### config.mk
export PLATFORM = sky130hd
export DESIGN_NAME = vx_axi_write_mem_arb
export DESIGN_NICKNAME = d
export VERILOG_FILES = /design/src/rtl/vx_axi_write_mem_arb.sv
export SDC_FILE = /design/constraint.sdc
export NUM_CORES = 1
export LEC_CHECK = 0
export BUFFER_PORTS_ARGS = -buffer_cell sky130_fd_sc_hd__buf_2
export CORE_AREA = 2 2 751 753
export CTS_BUF_LIST = sky130_fd_sc_hd__clkbuf_2 sky130_fd_sc_hd__clkbuf_4 sky130_fd_sc_hd__clkbuf_8
export DETAILED_ROUTE_END_ITERATION = 8
export DIE_AREA = 0 0 753 755
export GPL_ROUTABILITY_DRIVEN = 0
export PLACE_DENSITY_LB_ADDON = 0.05
export SLEW_MARGIN = 20
export SYNTH_ARGS = -nofsm -noshare
export SYNTH_HDL_FRONTEND = slang
export SYNTH_HIERARCHICAL = 1
export SYNTH_SLANG_ARGS = --single-unit
### constraint.sdc
create_clock -name clk -period 6.1 [get_ports clk]
set_input_delay 0.61 -clock clk [delete_from_list [all_inputs] [get_ports clk]]
set_output_delay 0.61 -clock clk [all_outputs]
set_load 0.01 [all_outputs]
### src/rtl/vx_axi_write_mem_arb.sv
// N:1 AXI write-path arbiter. AW is granted round-robin into a one-entry
// output slot with the winner index inserted into AWID; W beats follow AW
// grant order through a small order FIFO; B is routed back by the ID tag.

// Per-input steering decode: W ready when this input owns the FIFO head,
// B valid when the response tag selects this input.
module vx_axi_write_mem_arb_lane #(
    parameter int IDX      = 0,
    parameter int SEL_BITS = 1
) (
    input  logic [SEL_BITS-1:0] w_head,
    input  logic                w_empty,
    input  logic                m_wready,
    input  logic [SEL_BITS-1:0] b_sel,
    input  logic                m_bvalid,
    output logic                s_wready,
    output logic                s_bvalid
);
    localparam logic [SEL_BITS-1:0] MY_SEL = SEL_BITS'(IDX);

    assign s_wready = !w_empty && (w_head == MY_SEL) && m_wready;
    assign s_bvalid = m_bvalid && (b_sel == MY_SEL);
endmodule

module vx_axi_write_mem_arb #(
    parameter int NUM_INPUTS  = 2,
    parameter int ADDR_WIDTH  = 32,
    parameter int DATA_WIDTH  = 512,
    parameter int ID_WIDTH    = 8,
    parameter int TAG_SEL_IDX = 0,
    parameter int WFIFO_DEPTH = 4,
    localparam int SEL_BITS   = $clog2(NUM_INPUTS),
    localparam int OID_WIDTH  = ID_WIDTH + SEL_BITS,
    localparam int STRB_WIDTH = DATA_WIDTH / 8
) (
    input  logic                                  clk,
    input  logic                                  reset,
    input  logic [NUM_INPUTS-1:0]                 s_awvalid,
    output logic [NUM_INPUTS-1:0]                 s_awready,
    input  logic [NUM_INPUTS-1:0][ADDR_WIDTH-1:0] s_awaddr,
    input  logic [NUM_INPUTS-1:0][ID_WIDTH-1:0]   s_awid,
    input  logic [NUM_INPUTS-1:0][7:0]            s_awlen,
    input  logic [NUM_INPUTS-1:0][2:0]            s_awsize,
    input  logic [NUM_INPUTS-1:0][1:0]            s_awburst,
    input  logic [NUM_INPUTS-1:0]                 s_wvalid,
    input  logic [NUM_INPUTS-1:0]                 s_wlast,
    output logic [NUM_INPUTS-1:0]                 s_wready,
    input  logic [NUM_INPUTS-1:0][DATA_WIDTH-1:0] s_wdata,
    input  logic [NUM_INPUTS-1:0][STRB_WIDTH-1:0] s_wstrb,
    output logic [NUM_INPUTS-1:0]                 s_bvalid,
    input  logic [NUM_INPUTS-1:0]                 s_bready,
    output logic [NUM_INPUTS-1:0][ID_WIDTH-1:0]   s_bid,
    output logic [NUM_INPUTS-1:0][1:0]            s_bresp,
    output logic                                  m_awvalid,
    input  logic                                  m_awready,
    output logic [ADDR_WIDTH-1:0]                 m_awaddr,
    output logic [OID_WIDTH-1:0]                  m_awid,
    output logic [7:0]                            m_awlen,
    output logic [2:0]                            m_awsize,
    output logic [1:0]                            m_awburst,
    output logic                                  m_wvalid,
    input  logic                                  m_wready,
    output logic [DATA_WIDTH-1:0]                 m_wdata,
    output logic [STRB_WIDTH-1:0]                 m_wstrb,
    output logic                                  m_wlast,
    input  logic                                  m_bvalid,
    output logic                                  m_bready,
    input  logic [OID_WIDTH-1:0]                  m_bid,
    input  logic [1:0]                            m_bresp
);
    localparam int                  PTR_W    = (WFIFO_DEPTH > 1) ? $clog2(WFIFO_DEPTH) : 1;
    localparam logic [PTR_W-1:0]    PTR_LAST = PTR_W'(WFIFO_DEPTH - 1);
    localparam logic [PTR_W:0]      CNT_FULL = (PTR_W + 1)'(WFIFO_DEPTH);
    localparam logic [SEL_BITS-1:0] SEL_LAST = SEL_BITS'(NUM_INPUTS - 1);

    logic [SEL_BITS-1:0] ord_mem [WFIFO_DEPTH];
    logic [PTR_W-1:0]    rd_ptr, wr_ptr;
    logic [PTR_W:0]      ord_cnt;
    logic                ord_empty, ord_full, w_pop;
    logic [SEL_BITS-1:0] w_head;

    logic [SEL_BITS-1:0] rr_ptr, win, cand;
    logic                found, slot_free, loadable, grant;
    logic [ID_WIDTH-1:0] win_id, strip_id;
    logic [OID_WIDTH-1:0] tag_id;
    logic [SEL_BITS-1:0] b_sel;

    // W: the FIFO head owns the write data channel until its wlast passes
    assign ord_empty = (ord_cnt == '0);
    assign ord_full  = (ord_cnt == CNT_FULL);
    assign w_head    = ord_mem[rd_ptr];
    assign m_wvalid  = !ord_empty && s_wvalid[w_head];
    assign m_wdata   = s_wdata[w_head];
    assign m_wstrb   = s_wstrb[w_head];
    assign m_wlast   = s_wlast[w_head];
    assign w_pop     = m_wvalid && m_wready && m_wlast;

    // AW: a grant needs a free slot and a free FIFO entry (a same-cycle pop frees one)
    assign slot_free = !m_awvalid || m_awready;
    assign loadable  = !reset && slot_free && (!ord_full || w_pop);
    assign grant     = loadable && found;

    // Round-robin search: first valid input at or after rr_ptr, wrapping
    always_comb begin
        found = 1'b0;
        win   = '0;
        cand  = '0;
        for (int k = 0; k < NUM_INPUTS; k++) begin
            cand = SEL_BITS'((int'(rr_ptr) + k) % NUM_INPUTS);
            if (!found && s_awvalid[cand]) begin
                found = 1'b1;
                win   = cand;
            end
        end
    end

    // Only the winner is shown ready
    always_comb begin
        s_awready = '0;
        if (grant) s_awready[win] = 1'b1;
    end

    // Insert the winner index at TAG_SEL_IDX; upper ID bits move up by SEL_BITS
    assign win_id = s_awid[win];
    for (genvar b = 0; b < OID_WIDTH; b++) begin : g_tag
        if (b < TAG_SEL_IDX) begin : g_lo
            assign tag_id[b] = win_id[b];
        end else if (b < TAG_SEL_IDX + SEL_BITS) begin : g_sel
            assign tag_id[b] = win[b - TAG_SEL_IDX];
        end else begin : g_hi
            assign tag_id[b] = win_id[b - SEL_BITS];
        end
    end

    // B: remove the tag field to recover the source ID
    assign b_sel = m_bid[TAG_SEL_IDX +: SEL_BITS];
    for (genvar b = 0; b < ID_WIDTH; b++) begin : g_strip
        if (b < TAG_SEL_IDX) begin : g_lo
            assign strip_id[b] = m_bid[b];
        end else begin : g_hi
            assign strip_id[b] = m_bid[b + SEL_BITS];
        end
    end

    // Tags that name no input are sunk so the memory side never stalls on them
    assign m_bready = ({1'b0, b_sel} < (SEL_BITS + 1)'(NUM_INPUTS)) ? s_bready[b_sel] : 1'b1;

    for (genvar i = 0; i < NUM_INPUTS; i++) begin : g_lane
        vx_axi_write_mem_arb_lane #(
            .IDX      (i),
            .SEL_BITS (SEL_BITS)
        ) u_lane (
            .w_head   (w_head),
            .w_empty  (ord_empty),
            .m_wready (m_wready),
            .b_sel    (b_sel),
            .m_bvalid (m_bvalid),
            .s_wready (s_wready[i]),
            .s_bvalid (s_bvalid[i])
        );
        assign s_bid[i]   = strip_id;
        assign s_bresp[i] = m_bresp;
    end

    // AW slot valid: refilled by a grant, emptied when taken with no refill
    always_ff @(posedge clk or posedge reset) begin
        if (reset)          m_awvalid <= 1'b0;
        else if (slot_free) m_awvalid <= grant;
    end

    // AW slot payload: only changes on a grant, so a stalled slot stays stable
    always_ff @(posedge clk) begin
        if (grant) begin
            m_awaddr  <= s_awaddr[win];
            m_awid    <= tag_id;
            m_awlen   <= s_awlen[win];
            m_awsize  <= s_awsize[win];
            m_awburst <= s_awburst[win];
        end
    end

    // Round-robin pointer moves just past the last winner
    always_ff @(posedge clk or posedge reset) begin
        if (reset)      rr_ptr <= '0;
        else if (grant) rr_ptr <= (win == SEL_LAST) ? '0 : win + 1'b1;
    end

    // Order FIFO pointers and occupancy
    always_ff @(posedge clk or posedge reset) begin
        if (reset) begin
            rd_ptr  <= '0;
            wr_ptr  <= '0;
            ord_cnt <= '0;
        end else begin
            if (grant) wr_ptr <= (wr_ptr == PTR_LAST) ? '0 : wr_ptr + 1'b1;
            if (w_pop) rd_ptr <= (rd_ptr == PTR_LAST) ? '0 : rd_ptr + 1'b1;
            if (grant && !w_pop)      ord_cnt <= ord_cnt + 1'b1;
            else if (!grant && w_pop) ord_cnt <= ord_cnt - 1'b1;
        end
    end

    // Order FIFO storage: winner index per grant
    always_ff @(posedge clk) begin
        if (grant) ord_mem[wr_ptr] <= win;
    end
endmodule
Word-level counts from Yosys, hierarchy flattened
Memory sizes are Yosys's and may differ from the RTL's.
Cells that the tools add are included.
{"block": "op_classes", "add_sub_neg": 6, "bitwise": 2, "n_mux": 38, "n_eq_ne": 3, "n_reduce_logical": 27, "magnitude_cmp": 6}
{"cell": "512-bit two-way mux", "count": 2}
{"cell": "64-bit two-way mux", "count": 2}
{"cell": "32-bit two-way mux", "count": 2}
{"cell": "8-bit two-way mux", "count": 4}
{"cell": "1-bit two-way mux", "count": 18}
{"cell": "1-bit logical AND", "count": 16}
{"cell": "3-bit two-way mux", "count": 4}
{"cell": "1-bit by 2-bit < comparator with 1-bit output, second input constant", "count": 5}
{"cell": "2-bit two-way mux", "count": 5}
{"cell": "1-bit logical NOT", "count": 7}
{"cell": "2-bit by 1-bit adder with 2-bit output, second input constant", "count": 2}
{"cell": "2-bit equality test, second input constant", "count": 2}
{"cell": "3-bit by 1-bit adder with 3-bit output, second input constant", "count": 1}
{"cell": "3-bit equality test, second input constant", "count": 1}
{"cell": "3-bit logical NOT", "count": 1}
{"cell": "3-bit by 1-bit subtractor with 3-bit output, second input constant", "count": 1}
{"cell": "1-bit adder, second input constant", "count": 2}
{"cell": "1-bit logical OR", "count": 2}
{"cell": "1-bit NOT", "count": 2}
{"cell": "2-bit nonzero test", "count": 1}
{"cell": "1-bit demux with 1-bit select", "count": 1}
{"cell": "1-bit greater-or-equal comparator, second input constant", "count": 1}
{"block": "totals", "ff_bits": 63, "ram_bits": 4, "elab_cells": 93, "memories": 1}
{"name": "ord_mem", "words": 4, "width": 1, "rd": 1, "rd_clocked_by_memory_dff": 0, "wr": 1, "line_no": "76", "rtl": "logic [SEL_BITS-1:0] ord_mem [WFIFO_DEPTH];"}

Depth between registers and ports, before layout
An unclocked memory read counts as a cell.
{"block": "depth", "ltp_word": 13, "ltp_mapped": 10, "mapped_depth_nobuf": 10}

Hierarchy
Netlist, hierarchy kept.
{"module": "vx_axi_write_mem_arb", "seq_area_each_um2": 1966.9, "n_inst": 1, "area_per_inst_um2": 10024.6, "cells_per_inst": 837}
{"module": "vx_axi_write_mem_arb_lane (g_lane[0].u_lane)", "seq_area_each_um2": 0.0, "n_inst": 1, "area_per_inst_um2": 18.8, "cells_per_inst": 2}
{"module": "vx_axi_write_mem_arb_lane (g_lane[1].u_lane)", "seq_area_each_um2": 0.0, "n_inst": 1, "area_per_inst_um2": 15.0, "cells_per_inst": 2}

Worst setup path after synthesis
OpenSTA, ideal clock, no wires.
{"block": "synth_path", "path_type": "reg-to-reg", "startpoint": "register rd_ptr[0]", "endpoint": "register ord_cnt[2]", "t_arrival_ns": 2.910, "path_slack_ns": 3.111, "setup_time_ns": 0.079, "path_buffers": 1, "period_less_slack_ns": 2.989, "path_stages_with_launch": 11, "cell_sequence": "dfrtp_1 mux4_2 mux2_4 a21oi_2 buf_6 ha_1 inv_1 fa_1 xor2_1 nor2_1 xor2_1"}
{"block": "synth_between", "elab_chain_len": 12}
{"element": "start, declared", "line_no": "77", "rtl": "logic [PTR_W-1:0] rd_ptr, wr_ptr;"}
{"element": "start signal, assigned", "line_no": "196", "rtl": "if (w_pop) rd_ptr <= (rd_ptr == PTR_LAST) ? '0 : rd_ptr + 1'b1;"}
{"element": "memory 4 x 1 bit (*)"}
{"element": "1-bit two-way mux (not written as such) (2 in a row)", "line_no": "92", "rtl": "assign m_wvalid = !ord_empty && s_wvalid[w_head];"}
{"element": "1-bit logical AND", "line_no": "92"}
{"element": "1-bit logical AND", "line_no": "96", "rtl": "assign w_pop = m_wvalid && m_wready && m_wlast;"}
{"element": "1-bit logical AND (*)", "line_no": "96"}
{"element": "1-bit logical OR (*)", "line_no": "100", "rtl": "assign loadable = !reset && slot_free && (!ord_full || w_pop);"}
{"element": "1-bit logical AND (*)", "line_no": "100"}
{"element": "1-bit logical AND (*)", "line_no": "101", "rtl": "assign grant = loadable && found;"}
{"element": "named net grant", "line_no": "83", "rtl": "logic found, slot_free, loadable, grant;"}
{"element": "1-bit logical NOT", "line_no": "198", "rtl": "else if (!grant && w_pop) ord_cnt <= ord_cnt - 1'b1;"}
{"element": "1-bit logical AND", "line_no": "198"}
{"element": "2-bit nonzero test (no source line)"}
{"element": "end signal, assigned", "line_no": "197", "rtl": "if (grant && !w_pop) ord_cnt <= ord_cnt + 1'b1;"}
{"element": "end signal, assigned", "line_no": "198"}
{"element": "end, declared", "line_no": "78", "rtl": "logic [PTR_W:0] ord_cnt;"}
Mark *: on every way through the listed nets, which the timed path passes. The rest lies on a longest branch. The select of a mux whose other input is x is not followed.
A chain may end at the register's enable or synchronous reset.

Final worst setup path
{"block": "layout_path", "startpoint": "register rd_ptr[0]", "endpoint": "output port m_wdata[238]"}
{"block": "layout_between", "elab_chain_len": 3}
{"element": "memory 4 x 1 bit"}
{"element": "512-bit two-way mux (not written as such) (2 in a row)", "line_no": "93", "rtl": "assign m_wdata = s_wdata[w_head];"}
{"element": "end, declared", "line_no": "63", "rtl": "output logic [DATA_WIDTH-1:0] m_wdata,"}
Every way passes these cells. The select of a mux whose other input is x is not followed.

==> results.md <==
* Reg clk slew, reported paths at approximately 0.1 ns
* Initial core utilization at between 1.5 and 2%
* DR vias at ~18,000
* Core ar. at 560,000 um^2
* Total track usage at between 10% and 20%
* Number of global-route vias before repair at between 15,000 and 20,000
* Area delta synth->final at 191%
* CP Launch Type: flop
* Leakage at approximately 11 nW
* DRT Pass-1 Iters at 5
* Top cells by instance count after synthesis: mux2_2 (634), buf_2 (60), edfxtp_1 (58), buf_4 (20), dfrtp_1 (9)
* Final Instance Count excl. Fillers at 10,326
* Clock tree sinks at 67
* Synth Cell Area at just over 10,000 um^2
* I/O pins at approximately 2,000
* Maximum VDD drop at roughly 0.2 mV
* Final core occ at 5.23%
* Largest net degree at the start of global routing at 69
* Top cell type's share of synthesized area at a little under three quarters
* Global route total overflow at 0
* Outcome: complete, no violations
* Post-place setup slack at 2.03 ns
* Tcrit/Tclk final at 70.6%
* Critical-path cell list: mux4_4, buf_12, buf_4, mux2_2, buf_2
* Final ANT Viol Nets at 0
* Inst Count DP at ~10,000
* Largest area contributor in the netlist: mux2_2
* Total CTS buffers at 9
* Sequential-to-total area share from yosys stat at 19.6%
* Crit. End Element: output port
* Htree depth at 3
* Ys flop type: edfxtp_1
* Hold Path Class: in -> async
* CTS tree: built
* P per Cell Area at 355 nW/um^2
* Share of cells above drive strength 1 at a little over nine tenths
* Drt drc at 0
* Fillcell total at between 60,000 and 70,000
* Synth Register Bits at 67
* R2r startpoint: rd_ptr[0]
* Crit-path slowest cell: buf_4
* Mapped Cells at about 840
* Setup bufs post-CTS at 0
* Max Cap Viol at 0
* Die W at between 700 and 800 um
* Final net count at roughly 4,000
* Top cells by area, synth: mux2_2 (71%), edfxtp_1 (17%), buf_2 (3.0%)
* Final hold vios at 0
* Most common cell in the synthesized netlist: mux2_2
* Fmax achieved at 0.232 GHz
* CTS Root Cell: clkbuf_8
* Period minus WS final at between 4 and 5 ns
* Syn_area_per_cell at 12.0 um^2
* Maximum fanout along the worst path at 40
* Ys Warns at 6
* Vias per cell at about 1.7
* Setup Total Neg Slack at 0 ns
* Fin Clk Skew at 0.0441 ns
* # rows at ~280
* Req. time, crit path at around 5.5 ns
* WL/cell at 32.7 um
* Initial antenna violation count at 496
* EDFF count, synth at just under 60
* Syn nets at roughly 2,100
* # hold bufs at CTS at 0
* HPWL Detailed at about 320,000 um
* RSZ-0062 raised after global routing: no
* Worst setup startpoint: rd_ptr[0]
* Final worst slack at approximately 1.8 ns
* Post-Route WL at 337,000 um
* CTS max path bufs at 2
* Slew headroom at around 34%
* Setup CP Type: reg -> out
* Die height at between 700 and 800 um
* Hold slack at 0.155 ns
* Ys async rst share at 13.4%
* Port buffer count at roughly 1,900
* Final setup viols at 0
* Max stage delay on crit path at approximately 0.76 ns
* Post_cts resized at 0
* Worst Tran Pin Value at roughly 1 ns
* Clock Latency Late Sink at roughly 0.48 ns
* Cell variety after synth at 30
* First-pass GRT wire length at 380,000 um
* CP arrival at between 3 and 4 ns
* Die area at approximately 570,000 um^2
* Slew Limit Fails at 0
* Initial DRC Count at 882
==> critical path, delay by kind of cell (launching register included) <==
| family | cells | cell delay [ns] |
|---|---|---|
| flip-flops | 1 | 0.43 |
| buffers and inverters | 3 | 1.28 |
| multiplexers | 2 | 1.33 |
==> registers in the layout, summed over array words and instances, names as in the netlist <==
name / flops
m_awsize: 3
m_awvalid: 1
rd_ptr: 2
wr_ptr: 2
m_awlen: 8
ord_mem: 4
m_awburst: 2
rr_ptr: 1
ord_cnt: 3
m_awid: 9
m_awaddr: 32
==> routing by layer <==
| metal | GRT usage [%] | up-vias | part of all wire [%] | wire, um |
|---|---|---|---|---|
| met5 | 0 | - | 0.54 | 1820 |
| met4 | 1.20 | 256 | 1.9 | 6360 |
| met3 | 6.56 | 646 | 13 | 44700 |
| met2 | 18.3 | 1790 | 44 | 149000 |
| met1 | 13.4 | 8152 | 40 | 135000 |
| li1 | - | 7087 | - | - |
==> layout by cell type (no fill, tap or decap) <==
cell type,instances
buf_2,1911
mux2_2,634
diode_2,149
edfxtp_1,58
buf_4,16
clkbuf_8,10
dfrtp_1,9
inv_1,8
and2_1,7
ha_1,6
nor2_1,4
buf_12,4
nand3_1,2
mux2_4,2
nor2b_1,2
mux2i_1,2
xor2_1,2
clkinv_4,2
nor3b_1,1
mux4_4,1
or3_1,1
a21oi_4,1
or2_2,1
xnor2_1,1
a2111oi_0,1
o21bai_2,1
nor3_1,1
nor4b_2,1
o21ai_4,1
fa_1,1
clkbuf_4,1
bufinv_16,1
clkinv_2,1
inv_6,1
nor3b_2,1
and3b_1,1
buf_16,1
==> final cells by class <==
cell class	count	area [um^2]	share of cell area [%]
sequential	67	1970	6.72
antenna	149	373	1.27
clock inverter	5	61.3	0.210
timing repair buffer	1932	9790	33.5
inverter	8	30.0	0.103
tap	7479	9360	32.0
clock buffer	11	145	0.496
multi-input combinational	675	7530	25.7
==> final timing paths <==
kind / to / slack (ns) / cells after the start
max in group asynchronous: rd_ptr[1] / 5.59 / 2
worst min register to register: ord_cnt[2] / 0.54 / 1
worst max register to register: ord_cnt[1] / 2.44 / 9
worst max-delay path: m_wdata[238] / 1.80 / 5
worst min-delay path: m_awvalid / 0.16 / 2
min in group clk: m_awaddr[31] / 0.42 / 2
==> per-stage QoR <==
stage / instance area [um^2] / power, mW
after CTS: 28900 / 11.0
after floorplan: 10100 / 4.48
after global routing: 29000 / 11.0
final: 29300 / 10.4
after detailed placement: 28700 / 10.4
after global placement: 28700 / 10.5
==> power breakdown <==
part	switching, mW	internal (mW)
Combinational	6.09	3.15
Clock	0.275	0.207
Sequential	0.0506	0.612
==> cells by family (layout without fill, tap and decap cells) <==
| family | Yosys count | in the layout | share of synthesized area (%) |
|---|---|---|---|
| compound gates | 4 | 4 | 0.336 |
| xor+xnor | 3 | 3 | 0.261 |
| fa+ha+maj | 7 | 7 | 0.945 |
| buf+inv | 99 | 1956 | 5.78 |
| flops | 67 | 67 | 19.6 |
| mux | 639 | 639 | 71.7 |
| other cells | 0 | 149 | 0 |
| simple gates | 22 | 22 | 1.42 |
Note: power is estimated with default switching activity, not from simulation.
